[src/rtl/umi_reghost.sv]
// rtl/umi_reghost.sv - single-outstanding register access to UMI request/response bridge
// Optional: define UMI_REGHOST_POSTED_EN to issue writes as posted requests.
module umi_reghost #(
    parameter int CW      = 32,
    parameter int AW      = 64,
    parameter int DW      = 256,
    parameter int RW      = 32,
    parameter int TOW     = 16,
    parameter int TIMEOUT = 1000
) (
    input  logic          clk,
    input  logic          nreset,
    input  logic [AW-1:0] host_srcaddr,
    input  logic          reg_read,
    input  logic          reg_write,
    input  logic [AW-1:0] reg_addr,
    input  logic [RW-1:0] reg_wrdata,
    output logic          reg_busy,
    output logic          reg_done,
    output logic          reg_error,
    output logic [RW-1:0] reg_rddata,
    output logic          uhost_req_valid,
    output logic [CW-1:0] uhost_req_cmd,
    output logic [AW-1:0] uhost_req_dstaddr,
    output logic [AW-1:0] uhost_req_srcaddr,
    output logic [DW-1:0] uhost_req_data,
    input  logic          uhost_req_ready,
    input  logic          uhost_resp_valid,
    input  logic [CW-1:0] uhost_resp_cmd,
    input  logic [AW-1:0] uhost_resp_dstaddr,
    input  logic [AW-1:0] uhost_resp_srcaddr,
    input  logic [DW-1:0] uhost_resp_data,
    output logic          uhost_resp_ready
);

    localparam logic [4:0] REQ_READ   = 5'h01;
    localparam logic [4:0] RESP_READ  = 5'h02;
    localparam logic [4:0] RESP_WRITE = 5'h04;
`ifdef UMI_REGHOST_POSTED_EN
    localparam logic [4:0] WRITE_OP   = 5'h05;
`else
    localparam logic [4:0] WRITE_OP   = 5'h03;
`endif
    localparam logic [2:0]     SIZE    = 3'($clog2(RW/8));
    localparam logic [TOW-1:0] TO_LAST = TOW'((TIMEOUT > 0) ? TIMEOUT - 1 : 0);

    typedef enum logic [1:0] {IDLE, REQ, RESP} state_t;
    state_t state, state_n;

    logic           is_write;
    logic [AW-1:0]  addr_q;
    logic [AW-1:0]  src_q;
    logic [RW-1:0]  wrdata_q;
    logic [TOW-1:0] cnt;
    logic           done_q;
    logic           err_q;
    logic [RW-1:0]  rddata_q;
    logic           rready_q;

    logic capture, finish, fin_err, load_rd, req_hs, resp_hs, bad_resp;

    assign req_hs   = (state == REQ) && uhost_req_ready;
    assign resp_hs  = uhost_resp_valid && uhost_resp_ready;
    assign bad_resp = (uhost_resp_cmd[4:0] != (is_write ? RESP_WRITE : RESP_READ))
                   || (uhost_resp_dstaddr != src_q);

    always_ff @(posedge clk or negedge nreset) begin
        if (!nreset) state <= IDLE;
        else         state <= state_n;
    end

    always_comb begin
        state_n = state;
        capture = 1'b0;
        finish  = 1'b0;
        fin_err = 1'b0;
        load_rd = 1'b0;
        case (state)
            IDLE: begin
                if (reg_write || reg_read) begin
                    capture = 1'b1;
                    state_n = REQ;
                end
            end
            REQ: begin
                if (req_hs) begin
                    state_n = RESP;
`ifdef UMI_REGHOST_POSTED_EN
                    if (is_write) state_n = IDLE;
`endif
                end
            end
            RESP: begin
                // A response arriving on the last timeout cycle still wins.
                if (resp_hs) begin
                    state_n = IDLE;
                    finish  = 1'b1;
                    fin_err = bad_resp;
                    load_rd = !bad_resp && !is_write;
                end else if (TIMEOUT != 0 && cnt == TO_LAST) begin
                    state_n = IDLE;
                    finish  = 1'b1;
                    fin_err = 1'b1;
                end
            end
            default: state_n = IDLE;
        endcase
    end

    always_ff @(posedge clk or negedge nreset) begin
        if (!nreset) begin
            is_write <= 1'b0;
            addr_q   <= '0;
            src_q    <= '0;
            wrdata_q <= '0;
            cnt      <= '0;
            done_q   <= 1'b0;
            err_q    <= 1'b0;
            rddata_q <= '0;
            rready_q <= 1'b0;
        end else begin
            rready_q <= 1'b1;
            done_q   <= finish;
            err_q    <= finish && fin_err;
            if (capture) begin
                is_write <= reg_write;
                addr_q   <= reg_addr;
                src_q    <= host_srcaddr;
                wrdata_q <= reg_wrdata;
            end
            if (state != RESP)  cnt <= '0;
            else if (cnt != '1) cnt <= cnt + 1'b1;
            if (load_rd) rddata_q <= uhost_resp_data[RW-1:0];
        end
    end

    always_comb begin
        uhost_req_cmd      = '0;
        uhost_req_cmd[4:0] = is_write ? WRITE_OP : REQ_READ;
        uhost_req_cmd[7:5] = SIZE;
        uhost_req_cmd[22]  = 1'b1;
    end

    assign uhost_req_valid   = (state == REQ);
    assign uhost_req_dstaddr = addr_q;
    assign uhost_req_srcaddr = src_q;
    assign uhost_req_data    = DW'(wrdata_q);
    assign uhost_resp_ready  = rready_q;
    assign reg_busy          = (state != IDLE);
    assign reg_rddata        = rddata_q;
    assign reg_error         = err_q;
`ifdef UMI_REGHOST_POSTED_EN
    assign reg_done          = done_q || (req_hs && is_write);
`else
    assign reg_done          = done_q;
`endif

    logic unused_inputs;
    assign unused_inputs = ^{uhost_resp_srcaddr, uhost_resp_cmd, uhost_resp_data};

endmodule

[config.mk]
export PLATFORM = sky130hd
export DESIGN_NAME = umi_reghost
export DESIGN_NICKNAME = d
export VERILOG_FILES = /design/src/rtl/umi_reghost.sv
export SDC_FILE = /design/constraint.sdc
export NUM_CORES = 1
export LEC_CHECK = 0
export ABC_AREA = 1
export CAP_MARGIN = 20
export CORE_AREA = 2 2 404 406
export CTS_CLUSTER_SIZE = 8
export DETAILED_ROUTE_END_ITERATION = 6
export DIE_AREA = 0 0 406 408
export HOLD_SLACK_MARGIN = 0.03
export PLACE_DENSITY_LB_ADDON = 0.2
export SETUP_SLACK_MARGIN = 0.15
export SLEW_MARGIN = 20
export SYNTH_ARGS = -nofsm -noshare
export SYNTH_HDL_FRONTEND = slang
export SYNTH_SLANG_ARGS = --single-unit
[constraint.sdc]
create_clock -name clk -period 1.7 [get_ports clk]
set_input_delay 0.17 -clock clk [delete_from_list [all_inputs] [get_ports clk]]
set_output_delay 0.17 -clock clk [all_outputs]
set_load 0.02 [all_outputs]
==> results.toml <==
[yosys]
syn_area_mm2 = 0.0117
yosys-top-cells-area = "dfrtp_1, nand2_1, buf_4"
syn_avg_cell_area_um2 = 7.68
async_flop_share_pct = 100
synthCells = 1525
ys_ff_latch = 214
yosysTopAreaCell = "dfrtp_1"
yosys_warnings = 0
ys_types = 35
synth_top_area_share_pct = 45.7
seq_area_frac_synth_pct = 45.7
synth_ff_type = "dfrtp_1"
synth_edf_count = 0

[cts]
cts-root-buf = "clkbuf_16"
clk_pin_slew_ns = 0.06
cts_max_level = 2
cts.sinks = 214
numCtsBuffers = 37
clockBufferDepth = 3
cts_tree = "done"
clock_latency_ns = 0.59

[place]
place_ws_ns = -0.963
gp_congestion = 0.736
port_buffers = 464
dpl.hpwl_mm = 49.3

[sta]
fin_crit_sh_pct = 118
finalHoldViolations = 0
max_freq_mhz = 499
tns_ns = -13.66
fin_ws_ns = -0.303
rsz0062_at_grt = "yes"
worst_slew_pin_slew_ns = 0.543
setup_viol = 162
slew_violations = 0
holdWs_ns = 0.118
slew_headroom_pct = 63.8
period_needed_ns = 2.00
clock_skew_ns = 0.0331

[die]
start_util_pct = 7.25
fp.dieArea_mm2 = 0.166
die_width_um = 406
die_h_um = 408
core_mm2 = 0.162
row_count = 148
num_io_pins = 1035

[setup_path]
worstSetupStartpointType = "flop"
cp.arrival_ns = 2.48
crit_chain = "nand2_1 -> nand2_1 -> nor2_4 -> nand2_1 -> nor2_1 -> nand2_2 -> nor2_4 -> nand4_4 -> buf_12 -> nand2_1 -> nand2_1"
path_buf_inv = 1
critPathSlowestCell = "dfrtp_2"
cp.depth = 11
required_ns = 2.17
timing.critical_path.mode_cell = "nand2_1"
worstSetupEndpoint = "reg_rddata[23]"
rr_worst_depth = 11
reg2reg_slack_ns = -0.30
crit_start = "uhost_req_srcaddr[56]"
reg2reg_from = "uhost_req_srcaddr[56]"
end_kind = "flop"
cpPeakStageDelay_ns = 0.41
critPathTopFamily = "simple AND/OR/NAND/NOR gates"
r2r-end = "reg_rddata[23]"
crit_fanout = 16
path_class = "flop to flop"

[finish]
fin_util_pct = 14.7
layout.nets = 2837
synthToLayoutAreaGrowth_pct = 103
drive_gt1_share_pct = 35.7

[routing]
ant_nets = 0
post-route-drc-count = 0
routedWlPerCell_um = 15.3
vias = 11500
routed_wl_mm = 68.3
drtPass1Iterations = 4
first_iter_violations = 382
viasPerCell = 2.59

[global_routing]
antenna_found_initial = 23
grt_pass1_vias = 11400
globalRouteOverflowTotal = 0
track_usage_pct = 7.68
grt_pass1_wl_mm = 89.0
grt_max_degree = 42

[run]
maxCapViolCount = 0

[power_and_ir_drop]
ir_drop_mv = 0.757
internal_power_uw = 22300
seq_power_share_pct = 22.1
pwr-share-comb_pct = 58.2
switching_share_pct = 42.9
powerDensity_mw_per_mm2 = 1640
p_switching_uw = 16800
leakagePower_uw = 0.0115
p_clk_share_pct = 19.7

[worst_hold_path]
min_path_type = "primary input to flop"

[outcome]
violations = "setup timing"
status = "finished, violations left"
[how the worst min path moves through the flow]
stage                                  to           start  slack, ns  depth (start not counted)
floorplan                          cnt[0]          nreset      -0.13                          0
global placement    uhost_req_dstaddr[36]          nreset       0.17                          1
detailed placement  uhost_req_dstaddr[36]          nreset       0.16                          1
CTS                          wrdata_q[25]  reg_wrdata[25]       0.05                          3
global route        uhost_req_dstaddr[57]    reg_addr[57]        0.1                          3
finish               uhost_req_dstaddr[2]     reg_addr[2]       0.12                          3
[cell usage after synthesis (5+ instances only)]
cell type	instances
nand4_1	38
nand2_1	643
nor3_1	7
buf_6	6
a21oi_1	10
buf_2	19
inv_1	132
buf_4	256
nand3_1	16
dfrtp_1	214
inv_2	5
nor2_1	56
o21ai_0	59
clkbuf_1	22
xnor2_1	11
[flip-flops by register name, summed over array words and instances, names as in the netlist, 2 cells and up]
| register | cells |
|---|---|
| cnt | 16 |
| uhost_req_dstaddr | 64 |
| state | 2 |
| uhost_req_srcaddr | 64 |
| reg_rddata | 32 |
| wrdata_q | 32 |
[cells in the final DEF (no fill, tap or decap), types with 32 or more instances in the layout]
| master | n |
|---|---|
| nand4_1 | 38 |
| o21ai_2 | 32 |
| buf_6 | 53 |
| clkbuf_16 | 51 |
| nand2_4 | 84 |
| buf_2 | 58 |
| clkdlybuf4s50_1 | 265 |
| nand2_1 | 381 |
| nor2_1 | 35 |
| dfrtp_2 | 39 |
| buf_12 | 36 |
| buf_4 | 139 |
| conb_1 | 256 |
| inv_1 | 123 |
| dlygate4sd2_1 | 89 |
| dfrtp_1 | 175 |
| nand2_2 | 172 |
[power by group through the flow]
stage / sequential [uW] / clock (uW) / combinational (uW)
floorplan: 10600 / 0 / 5120
global placement: 8530 / 0 / 17100
detailed placement: 8480 / 0 / 17000
CTS: 8470 / 8200 / 20000
global route: 8920 / 8310 / 24700
finish: 8640 / 7690 / 22800
[worst register-to-register path, delay by kind of cell, from the launching register on]
family	cells	cell delay (ns)
DFF	1	0.41
buffers and inverters	1	0.23
and+or+nand+nor	10	1.25
[routing by layer]
| metal | vias to the layer above | part of all wire [%] | wire length (um) | GRT usage, % |
|---|---|---|---|---|
| li1 | 5632 | - | - | - |
| met1 | 5307 | 41 | 27800 | 8.90 |
| met2 | 486 | 45 | 31000 | 12.1 |
| met3 | 84 | 12 | 7970 | 4.40 |
| met4 | 28 | 2.0 | 1370 | 1.86 |
| met5 | - | 0.26 | 175 | 0 |
[area by class of cell]
type / instances / area, um^2
clock buffer: 52 / 1010
multi-input combinational: 1125 / 6210
fill: 18500 / 138000
sequential: 214 / 5400
tap: 2175 / 2720
antenna: 4 / 10.0
clock inverter: 10 / 151
inverter: 137 / 533
timing repair buffer: 739 / 7790
[timing repair]
action / CTS / global route
endpoints found under the setup margin: 352 / 237
pin swaps: 19 / 100
buffers inserted: 41 / 24
endpoints found under the hold margin: 214 / 0
hold buffers: 1 / 0
gates cloned: 21 / 17
gates resized for setup: 731 / 430
[cells by family after synthesis]
kind of cell               after synthesis  synth area share, %
AOI/OAI and AO/OA                       78                 3.53
xor gates and xnor gates                13                0.972
adders and majority gates                1                0.107
buffers and inverters                  440                 22.9
DFF                                    214                 45.7
other                                    2               0.0641
and+or+nand+nor                        777                 26.7
[stage by stage]
stage / power (uW) / area [um^2] / std cells
4_1_cts: 36700 / 21900 / 4411
3_5_place_dp: 25500 / 19400 / 4286
3_3_place_gp: 25600 / 19400 / 4286
2_1_floorplan: 15700 / 12700 / 1779
6_report: 39100 / 23800 / 4456
5_1_grt: 41900 / 23800 / 4452
Note: power is estimated with default switching activity, not from simulation.
